## config.mk

```make
export PLATFORM = sky130hd
export DESIGN_NAME = cnt_rmw_engine_flat
export DESIGN_NICKNAME = d
export VERILOG_FILES = /design/src/rtl/cnt_rmw_pkg.sv /design/src/rtl/cnt_rmw_engine_if.sv /design/src/rtl/cnt_rmw_alu.sv /design/src/rtl/cnt_rmw_engine.sv /design/src/flat_wrapper.sv
export SDC_FILE = /design/constraint.sdc
export NUM_CORES = 1
export LEC_CHECK = 0
export BUFFER_PORTS_ARGS = -buffer_cell sky130_fd_sc_hd__buf_2
export CORE_MARGIN = 8
export CORE_UTILIZATION = 45
export DETAILED_ROUTE_END_ITERATION = 10
export PLACE_DENSITY = 0.73
export SLEW_MARGIN = 15
export SYNTH_ARGS = -nofsm -noshare
export SYNTH_HDL_FRONTEND = slang
export SYNTH_HIERARCHICAL = 1
export SYNTH_SLANG_ARGS = --single-unit
export TNS_END_PERCENT = 30
```

## constraint.sdc

```tcl
create_clock -name clk -period 2.8 [get_ports clk]
set_input_delay 0.42 -clock clk [delete_from_list [all_inputs] [get_ports clk]]
set_output_delay 0.42 -clock clk [all_outputs]
set_load 0.02 [all_outputs]
```

## src/rtl/cnt_rmw_pkg.sv

```systemverilog
// Shared encodings and constants for the counter read-modify-write engine.
package cnt_rmw_pkg;

  typedef enum logic [1:0] {
    OP_READ = 2'b00,
    OP_INC  = 2'b01,
    OP_DEC  = 2'b10,
    OP_CLR  = 2'b11
  } op_e;

  typedef enum logic {
    ST_INIT = 1'b0,
    ST_RUN  = 1'b1
  } state_e;

  localparam int unsigned RMW_LAT = 2;

endpackage

```

## src/rtl/cnt_rmw_engine_if.sv

```systemverilog
// Request/response bundle between a counter client (master) and the engine (slave).
interface cnt_rmw_engine_if
  import cnt_rmw_pkg::*;
#(
  parameter int unsigned ADDR_WIDTH = 4,
  parameter int unsigned CNT_WIDTH  = 8
);

  logic                  req_valid;
  logic                  req_ready;
  logic [ADDR_WIDTH-1:0] req_addr;
  op_e                   req_op;
  logic                  rsp_valid;
  logic [ADDR_WIDTH-1:0] rsp_addr;
  logic [CNT_WIDTH-1:0]  rsp_cnt;
  logic                  rsp_flag;

  modport master (
    output req_valid, req_addr, req_op,
    input  req_ready, rsp_valid, rsp_addr, rsp_cnt, rsp_flag
  );

  modport slave (
    input  req_valid, req_addr, req_op,
    output req_ready, rsp_valid, rsp_addr, rsp_cnt, rsp_flag
  );

endinterface

```

## src/rtl/cnt_rmw_alu.sv

```systemverilog
// Combinational counter update: old value and op in, new value and flag out.
// CNT_RMW_SAT_EN selects saturating arithmetic; otherwise counters wrap.
module cnt_rmw_alu
  import cnt_rmw_pkg::*;
#(
  parameter int unsigned CNT_WIDTH = 8
) (
  input  logic [CNT_WIDTH-1:0] old_i,
  input  op_e                  op_i,
  output logic [CNT_WIDTH-1:0] new_o,
  output logic                 flag_o
);

  localparam logic [CNT_WIDTH-1:0] CntMax = {CNT_WIDTH{1'b1}};
  localparam logic [CNT_WIDTH-1:0] CntOne = CNT_WIDTH'(1);

  always_comb begin
    new_o  = old_i;
    flag_o = 1'b0;
    unique case (op_i)
      OP_READ: ;
      OP_INC: begin
`ifdef CNT_RMW_SAT_EN
        if (old_i == CntMax) flag_o = 1'b1;
        else                 new_o  = old_i + CntOne;
`else
        new_o  = old_i + CntOne;
        flag_o = (old_i == CntMax);
`endif
      end
      OP_DEC: begin
`ifdef CNT_RMW_SAT_EN
        if (old_i == '0) flag_o = 1'b1;
        else             new_o  = old_i - CntOne;
`else
        new_o  = old_i - CntOne;
        flag_o = (old_i == '0);
`endif
      end
      OP_CLR:  new_o = '0;
      default: ;
    endcase
  end

endmodule

```

## src/rtl/cnt_rmw_engine.sv

```systemverilog
// Pipelined read-modify-write engine over an external write-first SDP counter RAM.
// Saturating vs wrapping arithmetic is chosen by CNT_RMW_SAT_EN (see cnt_rmw_alu).
module cnt_rmw_engine
  import cnt_rmw_pkg::*;
#(
  parameter int unsigned ADDR_WIDTH = 4,
  parameter int unsigned CNT_WIDTH  = 8
) (
  input  logic                  clk,
  input  logic                  rst_n,
  cnt_rmw_engine_if.slave       bus,
  output logic                  init_done_o,
  output logic                  ram_wr_en_o,
  output logic [ADDR_WIDTH-1:0] ram_addr_a_o,
  output logic [CNT_WIDTH-1:0]  ram_data_a_o,
  output logic                  ram_re_en_o,
  output logic [ADDR_WIDTH-1:0] ram_addr_b_o,
  input  logic [CNT_WIDTH-1:0]  ram_data_b_i
);

  localparam logic [ADDR_WIDTH-1:0] LastAddr = {ADDR_WIDTH{1'b1}};
  localparam logic [ADDR_WIDTH-1:0] AddrOne  = ADDR_WIDTH'(1);

  state_e                state_q, state_d;
  logic [ADDR_WIDTH-1:0] ptr_q, ptr_d;
  logic                  init_done_q, init_done_d;

  logic                  s1_valid_q;
  logic [ADDR_WIDTH-1:0] s1_addr_q;
  op_e                   s1_op_q;

  logic                  rsp_valid_q;
  logic [ADDR_WIDTH-1:0] rsp_addr_q;
  logic [CNT_WIDTH-1:0]  rsp_cnt_q;
  logic                  rsp_flag_q;

  logic                  req_ready;
  logic                  accept;
  logic                  s1_wr;
  logic [CNT_WIDTH-1:0]  alu_new;
  logic                  alu_flag;

  cnt_rmw_alu #(
    .CNT_WIDTH (CNT_WIDTH)
  ) u_alu (
    .old_i  (ram_data_b_i),
    .op_i   (s1_op_q),
    .new_o  (alu_new),
    .flag_o (alu_flag)
  );

  always_comb begin
    state_d      = state_q;
    ptr_d        = ptr_q;
    init_done_d  = init_done_q;
    req_ready    = 1'b0;
    accept       = 1'b0;
    ram_wr_en_o  = 1'b0;
    ram_addr_a_o = '0;
    ram_data_a_o = '0;
    ram_re_en_o  = 1'b0;
    ram_addr_b_o = '0;
    s1_wr        = s1_valid_q && (s1_op_q != OP_READ);
    unique case (state_q)
      ST_INIT: begin
        // Gated by rst_n so the RAM sees no write strobe while reset is held.
        ram_wr_en_o  = rst_n;
        ram_addr_a_o = ptr_q;
        ptr_d        = ptr_q + AddrOne;
        if (ptr_q == LastAddr) begin
          state_d     = ST_RUN;
          init_done_d = 1'b1;
        end
      end
      ST_RUN: begin
        req_ready    = 1'b1;
        accept       = bus.req_valid;
        ram_re_en_o  = accept;
        ram_addr_b_o = accept ? bus.req_addr : '0;
        // Same-address back-to-back hazards are resolved by the RAM's write-first bypass.
        ram_wr_en_o  = s1_wr;
        ram_addr_a_o = s1_wr ? s1_addr_q : '0;
        ram_data_a_o = s1_wr ? alu_new : '0;
      end
      default: ;
    endcase
  end

  always_ff @(posedge clk or negedge rst_n) begin
    if (!rst_n) begin
      state_q     <= ST_INIT;
      ptr_q       <= '0;
      init_done_q <= 1'b0;
      s1_valid_q  <= 1'b0;
      s1_addr_q   <= '0;
      s1_op_q     <= OP_READ;
      rsp_valid_q <= 1'b0;
      rsp_addr_q  <= '0;
      rsp_cnt_q   <= '0;
      rsp_flag_q  <= 1'b0;
    end else begin
      state_q     <= state_d;
      ptr_q       <= ptr_d;
      init_done_q <= init_done_d;
      s1_valid_q  <= accept;
      if (accept) begin
        s1_addr_q <= bus.req_addr;
        s1_op_q   <= bus.req_op;
      end
      rsp_valid_q <= s1_valid_q;
      if (s1_valid_q) begin
        rsp_addr_q <= s1_addr_q;
        rsp_cnt_q  <= alu_new;
        rsp_flag_q <= alu_flag;
      end
    end
  end

  assign bus.req_ready = req_ready;
  assign bus.rsp_valid = rsp_valid_q;
  assign bus.rsp_addr  = rsp_addr_q;
  assign bus.rsp_cnt   = rsp_cnt_q;
  assign bus.rsp_flag  = rsp_flag_q;
  assign init_done_o   = init_done_q;

endmodule

```

## src/flat_wrapper.sv

```systemverilog
// flat-port wrapper written by rule: the top's interface ports become plain ports
module cnt_rmw_engine_flat import cnt_rmw_pkg::*;
#(
  parameter int unsigned ADDR_WIDTH = 4,
  parameter int unsigned CNT_WIDTH  = 8
)
  (clk, rst_n, init_done_o, ram_wr_en_o, ram_addr_a_o, ram_data_a_o, ram_re_en_o, ram_addr_b_o, ram_data_b_i, bus_req_valid, bus_req_addr, bus_req_op, bus_req_ready, bus_rsp_valid, bus_rsp_addr, bus_rsp_cnt, bus_rsp_flag);
  cnt_rmw_engine_if #(.ADDR_WIDTH(ADDR_WIDTH), .CNT_WIDTH(CNT_WIDTH)) bus_i ();
  input  logic clk;
  input  logic rst_n;
  output logic init_done_o;
  output logic ram_wr_en_o;
  output logic [ADDR_WIDTH-1:0] ram_addr_a_o;
  output logic [CNT_WIDTH-1:0] ram_data_a_o;
  output logic ram_re_en_o;
  output logic [ADDR_WIDTH-1:0] ram_addr_b_o;
  input  logic [CNT_WIDTH-1:0] ram_data_b_i;
  input wire logic [$bits(bus_i.req_valid)-1:0] bus_req_valid;
  input wire logic [$bits(bus_i.req_addr)-1:0] bus_req_addr;
  input wire logic [$bits(bus_i.req_op)-1:0] bus_req_op;
  output wire logic [$bits(bus_i.req_ready)-1:0] bus_req_ready;
  output wire logic [$bits(bus_i.rsp_valid)-1:0] bus_rsp_valid;
  output wire logic [$bits(bus_i.rsp_addr)-1:0] bus_rsp_addr;
  output wire logic [$bits(bus_i.rsp_cnt)-1:0] bus_rsp_cnt;
  output wire logic [$bits(bus_i.rsp_flag)-1:0] bus_rsp_flag;
  assign bus_i.req_valid = bus_req_valid;
  assign bus_i.req_addr = bus_req_addr;
  assign bus_i.req_op = bus_req_op;
  assign bus_req_ready = bus_i.req_ready;
  assign bus_rsp_valid = bus_i.rsp_valid;
  assign bus_rsp_addr = bus_i.rsp_addr;
  assign bus_rsp_cnt = bus_i.rsp_cnt;
  assign bus_rsp_flag = bus_i.rsp_flag;
  cnt_rmw_engine #(.ADDR_WIDTH(ADDR_WIDTH), .CNT_WIDTH(CNT_WIDTH)) u_core (.clk(clk), .rst_n(rst_n), .bus(bus_i), .init_done_o(init_done_o), .ram_wr_en_o(ram_wr_en_o), .ram_addr_a_o(ram_addr_a_o), .ram_data_a_o(ram_data_a_o), .ram_re_en_o(ram_re_en_o), .ram_addr_b_o(ram_addr_b_o), .ram_data_b_i(ram_data_b_i));
endmodule
```

==> out/summary.txt <==
Run status: finished, violations left
Violated checks: setup timing
Critical path's largest stage delay: 0.38 ns
Xor-xnor portion of the synthesized cell area: 0.0338
GR Util All Layers: 0.137
Setup repair after global routing missed its margin: yes
Net count after synthesis: 208
DRT antenna net count: 0
Core Area: 0.00394 mm2
R2R setup slack: 0.06 ns
H-tree depth: 1
Clock network fraction of total power: 0.192
Total die area: 0.00632 mm2
Number of global-route vias before repair: 1502
Syn avg cell area: 9.86 um2
Worst setup path category: reg -> out
Bufs on Longest Clock Path: 2
Clock Tree Root: sky130_fd_sc_hd__clkbuf_8
Number of nets at the end of the flow: 271
Worst R2R Path Depth: 14
Critical R2R Launch: u_core/s1_op_q[0]
Share of synthesized area spent on multiplexers: 0.144
Data required time at the worst endpoint: 2.38 ns
Global placer's final weighted congestion: 0.895
Dominant combinational cell family by area after synthesis: simple AND/OR/NAND/NOR gates
Warnings, synthesis: 6
Post-synthesis adder-cell area fraction: 0.0483
Cell leakage power: 1.20 nW
Crit path max-delay cell type: sky130_fd_sc_hd__or3_1
Area added between synthesis and finish: 28.8%
Width of the chip: 79.5 um
Inserted Diodes: 0
Overall Power: 1.16 mW
Global-route met2 utilization: 0.222
Initial standard-cell utilization of the core: 0.460
Number of instances in the synthesized netlist: 184
Layout cell share with drive strength beyond 1: 0.435
Maximum fanout count along the critical path: 3
Type of element capturing the critical path: primary output
Worst rel slew slack: 0.666
Final min period: 3.13 ns
Number of setup violations in the final report: 4
Unique cell type count in the Yosys netlist: 47
Initial antenna violation count: 0
Clock Skew: 0.00188 ns
Total vias in the final route: 1550
Num Clock Sinks: 27
Combinational Power Share: 0.410
Number of DRC markers after the initial detailed-route iteration: 60
Global route total overflow: 0
Latest clock arrival within the worst-skew pair: 0.27 ns
IO Port Bufs: 50
Startpoint kind of the worst setup timing path: flop
Placed wire-length estimate: 3380 um
Actual slew at the worst max-slew pin: 0.501 ns
Reg2reg end: u_core/bus.rsp_cnt[4]
Routed wire per std cell: 14.6 um
Number of flops mapped to enable cells by yosys: 0
Met1 global-route usage: 0.179
Total Routed Length: 4340 um
Max Cap Violations: 0
Pwr Density: 496 mW/mm2
Peak VDD IR: 0.300 mV
Synthesized-area fraction occupied by and/or/nand/nor cells: 0.183
Layer carrying the most global-route usage: met2
Pin count of the biggest net entering global routing: 28
Worst min path class: in -> async
Final worst-path cycle share: 1.12
Sequential fraction of design power: 0.398
Switching share of power: 0.349
Count of pins on the block boundary: 51
Number of buffers created by CTS: 3
Post-DR vias/cell: 5.24
Clock tree from TritonCTS: built
CTS hold repair buffers: 0
Data arrival time of the critical path: 2.71 ns
Share of synthesized flip-flops with an asynchronous set or reset: 1.00
Dominant delay contributor by cell family on the critical path: simple AND/OR/NAND/NOR gates
Sequential share of the synthesized area: 0.372
Area of the mapped netlist: 0.00181 mm2
Die span in y: 79.5 um
Highest attainable clock frequency: 320 MHz
Length of the first detailed-routing pass in iterations: 4
Placement row count: 23
Clk slew on worst S/H paths: 0.09 ns
Worst-path cell chain: inv_2, ha_4, xor2_1, ha_2, or3_1, a21oi_2, buf_4, nor3_4, xnor2_2, mux2i_1, o21ai_1, and2_1, buf_6
Internal cell power: 0.754 mW
Number of max-slew violations in the final report: 0
Register bit count reported by yosys: 27
Compound-cell area share of the yosys netlist: 0.152
Buffers plus inverters on the worst setup path: 3
Post-detailed-route DRC marker count: 0
Main synth FF type: sky130_fd_sc_hd__dfrtp_1
Met3 track demand over resource in global routing: 0.0304
Final core utilization: 0.593
Hold Fails Final Rpt: 0
Power spent charging and discharging nets: 0.404 mW
Post-route setup slack: -0.330 ns
First-pass GRT wire length: 7180 um
-- layer usage --
layer | part of all wire | up-vias
li1 | - | 777
met1 | 0.48 | 740
met2 | 0.47 | 29
met3 | 0.042 | 4
met4 | 0.0081 | 0
met5 | 0 | -
-- placed cells by master (no fill, tap or decap), types with 5 or more instances in the layout --
cell type,instances
sky130_fd_sc_hd__buf_2,48
sky130_fd_sc_hd__dfrtp_1,27
sky130_fd_sc_hd__buf_4,18
sky130_fd_sc_hd__nand2_1,17
sky130_fd_sc_hd__mux2_4,11
sky130_fd_sc_hd__a21o_1,7
sky130_fd_sc_hd__and2_1,7
sky130_fd_sc_hd__and3_1,6
sky130_fd_sc_hd__inv_1,6
sky130_fd_sc_hd__nor2_1,6
sky130_fd_sc_hd__o21ai_0,6
sky130_fd_sc_hd__a21oi_1,5
-- area by class of cell --
| class | instances | area, um2 |
|---|---|---|
| Tap cell | 50 | 62.6 |
| Clock inverter | 1 | 7.51 |
| Clock buffer | 3 | 41.3 |
| Multi-Input combinational cell | 136 | 1090 |
| Fill cell | 358 | 1610 |
| Sequential cell | 27 | 676 |
| Inverter | 9 | 33.8 |
| Timing Repair Buffer | 70 | 420 |
-- power by group through the flow --
stage	logic, mW	registers (mW)	clock network (mW)
CTS	0.452	0.461	0.229
global route	0.516	0.468	0.243
detailed placement	0.439	0.469	0
finish	0.475	0.461	0.222
floorplan	0.251	0.513	0
global placement	0.430	0.467	0
-- sequential cells by signal (all words and copies together), names as in the netlist --
| signal | flops |
|---|---|
| u_core/bus.rsp_cnt | 8 |
| u_core/bus.rsp_addr | 4 |
| u_core/ptr_q | 4 |
| u_core/s1_addr_q | 4 |
| u_core/s1_op_q | 2 |
| u_core/bus.rsp_flag | 1 |
| u_core/bus.rsp_valid | 1 |
| u_core/init_done_o | 1 |
| u_core/s1_valid_q | 1 |
| u_core/state_q | 1 |
-- worst max-delay path by stage --
stage / startpoint / endpoint / slack [ns] / depth (start not counted)
floorplan: u_core/s1_op_q[0] / ram_data_a_o[6] / -0.05 / 12
global placement: ram_data_b_i[1] / ram_data_a_o[6] / -0.004 / 11
detailed placement: u_core/s1_op_q[0] / ram_data_a_o[6] / -0.07 / 12
CTS: u_core/s1_op_q[0] / ram_data_a_o[4] / -0.28 / 13
global route: u_core/s1_op_q[0] / ram_data_a_o[4] / -0.47 / 13
finish: u_core/s1_op_q[0] / ram_data_a_o[4] / -0.33 / 13
-- Yosys cell counts (2+ instances only) --
cell type,count,share of area
sky130_fd_sc_hd__dfrtp_1,27,0.37
sky130_fd_sc_hd__nand2_1,17,0.035
sky130_fd_sc_hd__mux2_4,11,0.091
sky130_fd_sc_hd__and2_1,8,0.028
sky130_fd_sc_hd__a21o_1,7,0.029
sky130_fd_sc_hd__a21oi_1,7,0.019
sky130_fd_sc_hd__ha_1,7,0.048
sky130_fd_sc_hd__inv_1,7,0.014
sky130_fd_sc_hd__o21ai_0,7,0.019
sky130_fd_sc_hd__and3_1,6,0.021
sky130_fd_sc_hd__clkbuf_1,6,0.012
sky130_fd_sc_hd__nor2_1,6,0.012
sky130_fd_sc_hd__xnor2_1,6,0.029
sky130_fd_sc_hd__buf_6,5,0.031
sky130_fd_sc_hd__mux2_2,4,0.025
sky130_fd_sc_hd__mux2i_1,4,0.022
sky130_fd_sc_hd__nor2b_1,4,0.014
sky130_fd_sc_hd__nor3_1,4,0.011
sky130_fd_sc_hd__nand2b_1,3,0.010
sky130_fd_sc_hd__nand3_1,3,0.0083
sky130_fd_sc_hd__o2bb2ai_1,3,0.014
sky130_fd_sc_hd__or3_1,3,0.010
sky130_fd_sc_hd__a211oi_1,2,0.0083
sky130_fd_sc_hd__nor4_1,2,0.0069
sky130_fd_sc_hd__o21ai_1,2,0.0055
sky130_fd_sc_hd__o31ai_1,2,0.0083
-- cell families (layout without fill, tap and decap cells) --
kind of cell | after synthesis | count (layout)
buf+inv | 21 | 83
simple gates | 62 | 62
flops | 27 | 27
compound gates | 40 | 40
fa+ha+maj | 7 | 7
xor+xnor | 7 | 7
mux | 20 | 20
-- metrics by stage --
stage               setup slack (ns)  setup TNS (ns)  instances  instance area (um2)  hold slack (ns)
finish                        -0.330           -1.10        296                 2340            0.163
global route                  -0.467           -1.90        296                 2340            0.185
CTS                           -0.281           -1.05        293                 2260            0.168
detailed placement           -0.0690         -0.0848        288                 2190            0.459
global placement            -0.00419        -0.00419        288                 2190            0.456
floorplan                    -0.0520         -0.0520        184                 1850            0.124
-- worst reg2reg max path: stages (launching register included) --
cell and delay [ns]:
sky130_fd_sc_hd__dfrtp_1 0.37, sky130_fd_sc_hd__inv_2 0.06, sky130_fd_sc_hd__ha_4 0.17, sky130_fd_sc_hd__xor2_1 0.16, sky130_fd_sc_hd__ha_2 0.17, sky130_fd_sc_hd__or3_1 0.38
sky130_fd_sc_hd__a21oi_2 0.18, sky130_fd_sc_hd__buf_4 0.14, sky130_fd_sc_hd__nor3_4 0.04, sky130_fd_sc_hd__xnor2_2 0.17, sky130_fd_sc_hd__mux2i_1 0.21, sky130_fd_sc_hd__o21ai_1 0.10
sky130_fd_sc_hd__buf_4 0.14, sky130_fd_sc_hd__buf_6 0.10, sky130_fd_sc_hd__mux2_4 0.24
-- repair_timing --
| action | CTS | global route |
|---|---|---|
| setup endpoints to repair | 4 | 5 |
| endpoints found under the hold margin | 0 | 0 |
| gates resized for setup | 6 | 10 |
| pin swaps | 2 | 10 |
| setup buffers | 1 | 3 |
Power figures use the tool's default switching activity.
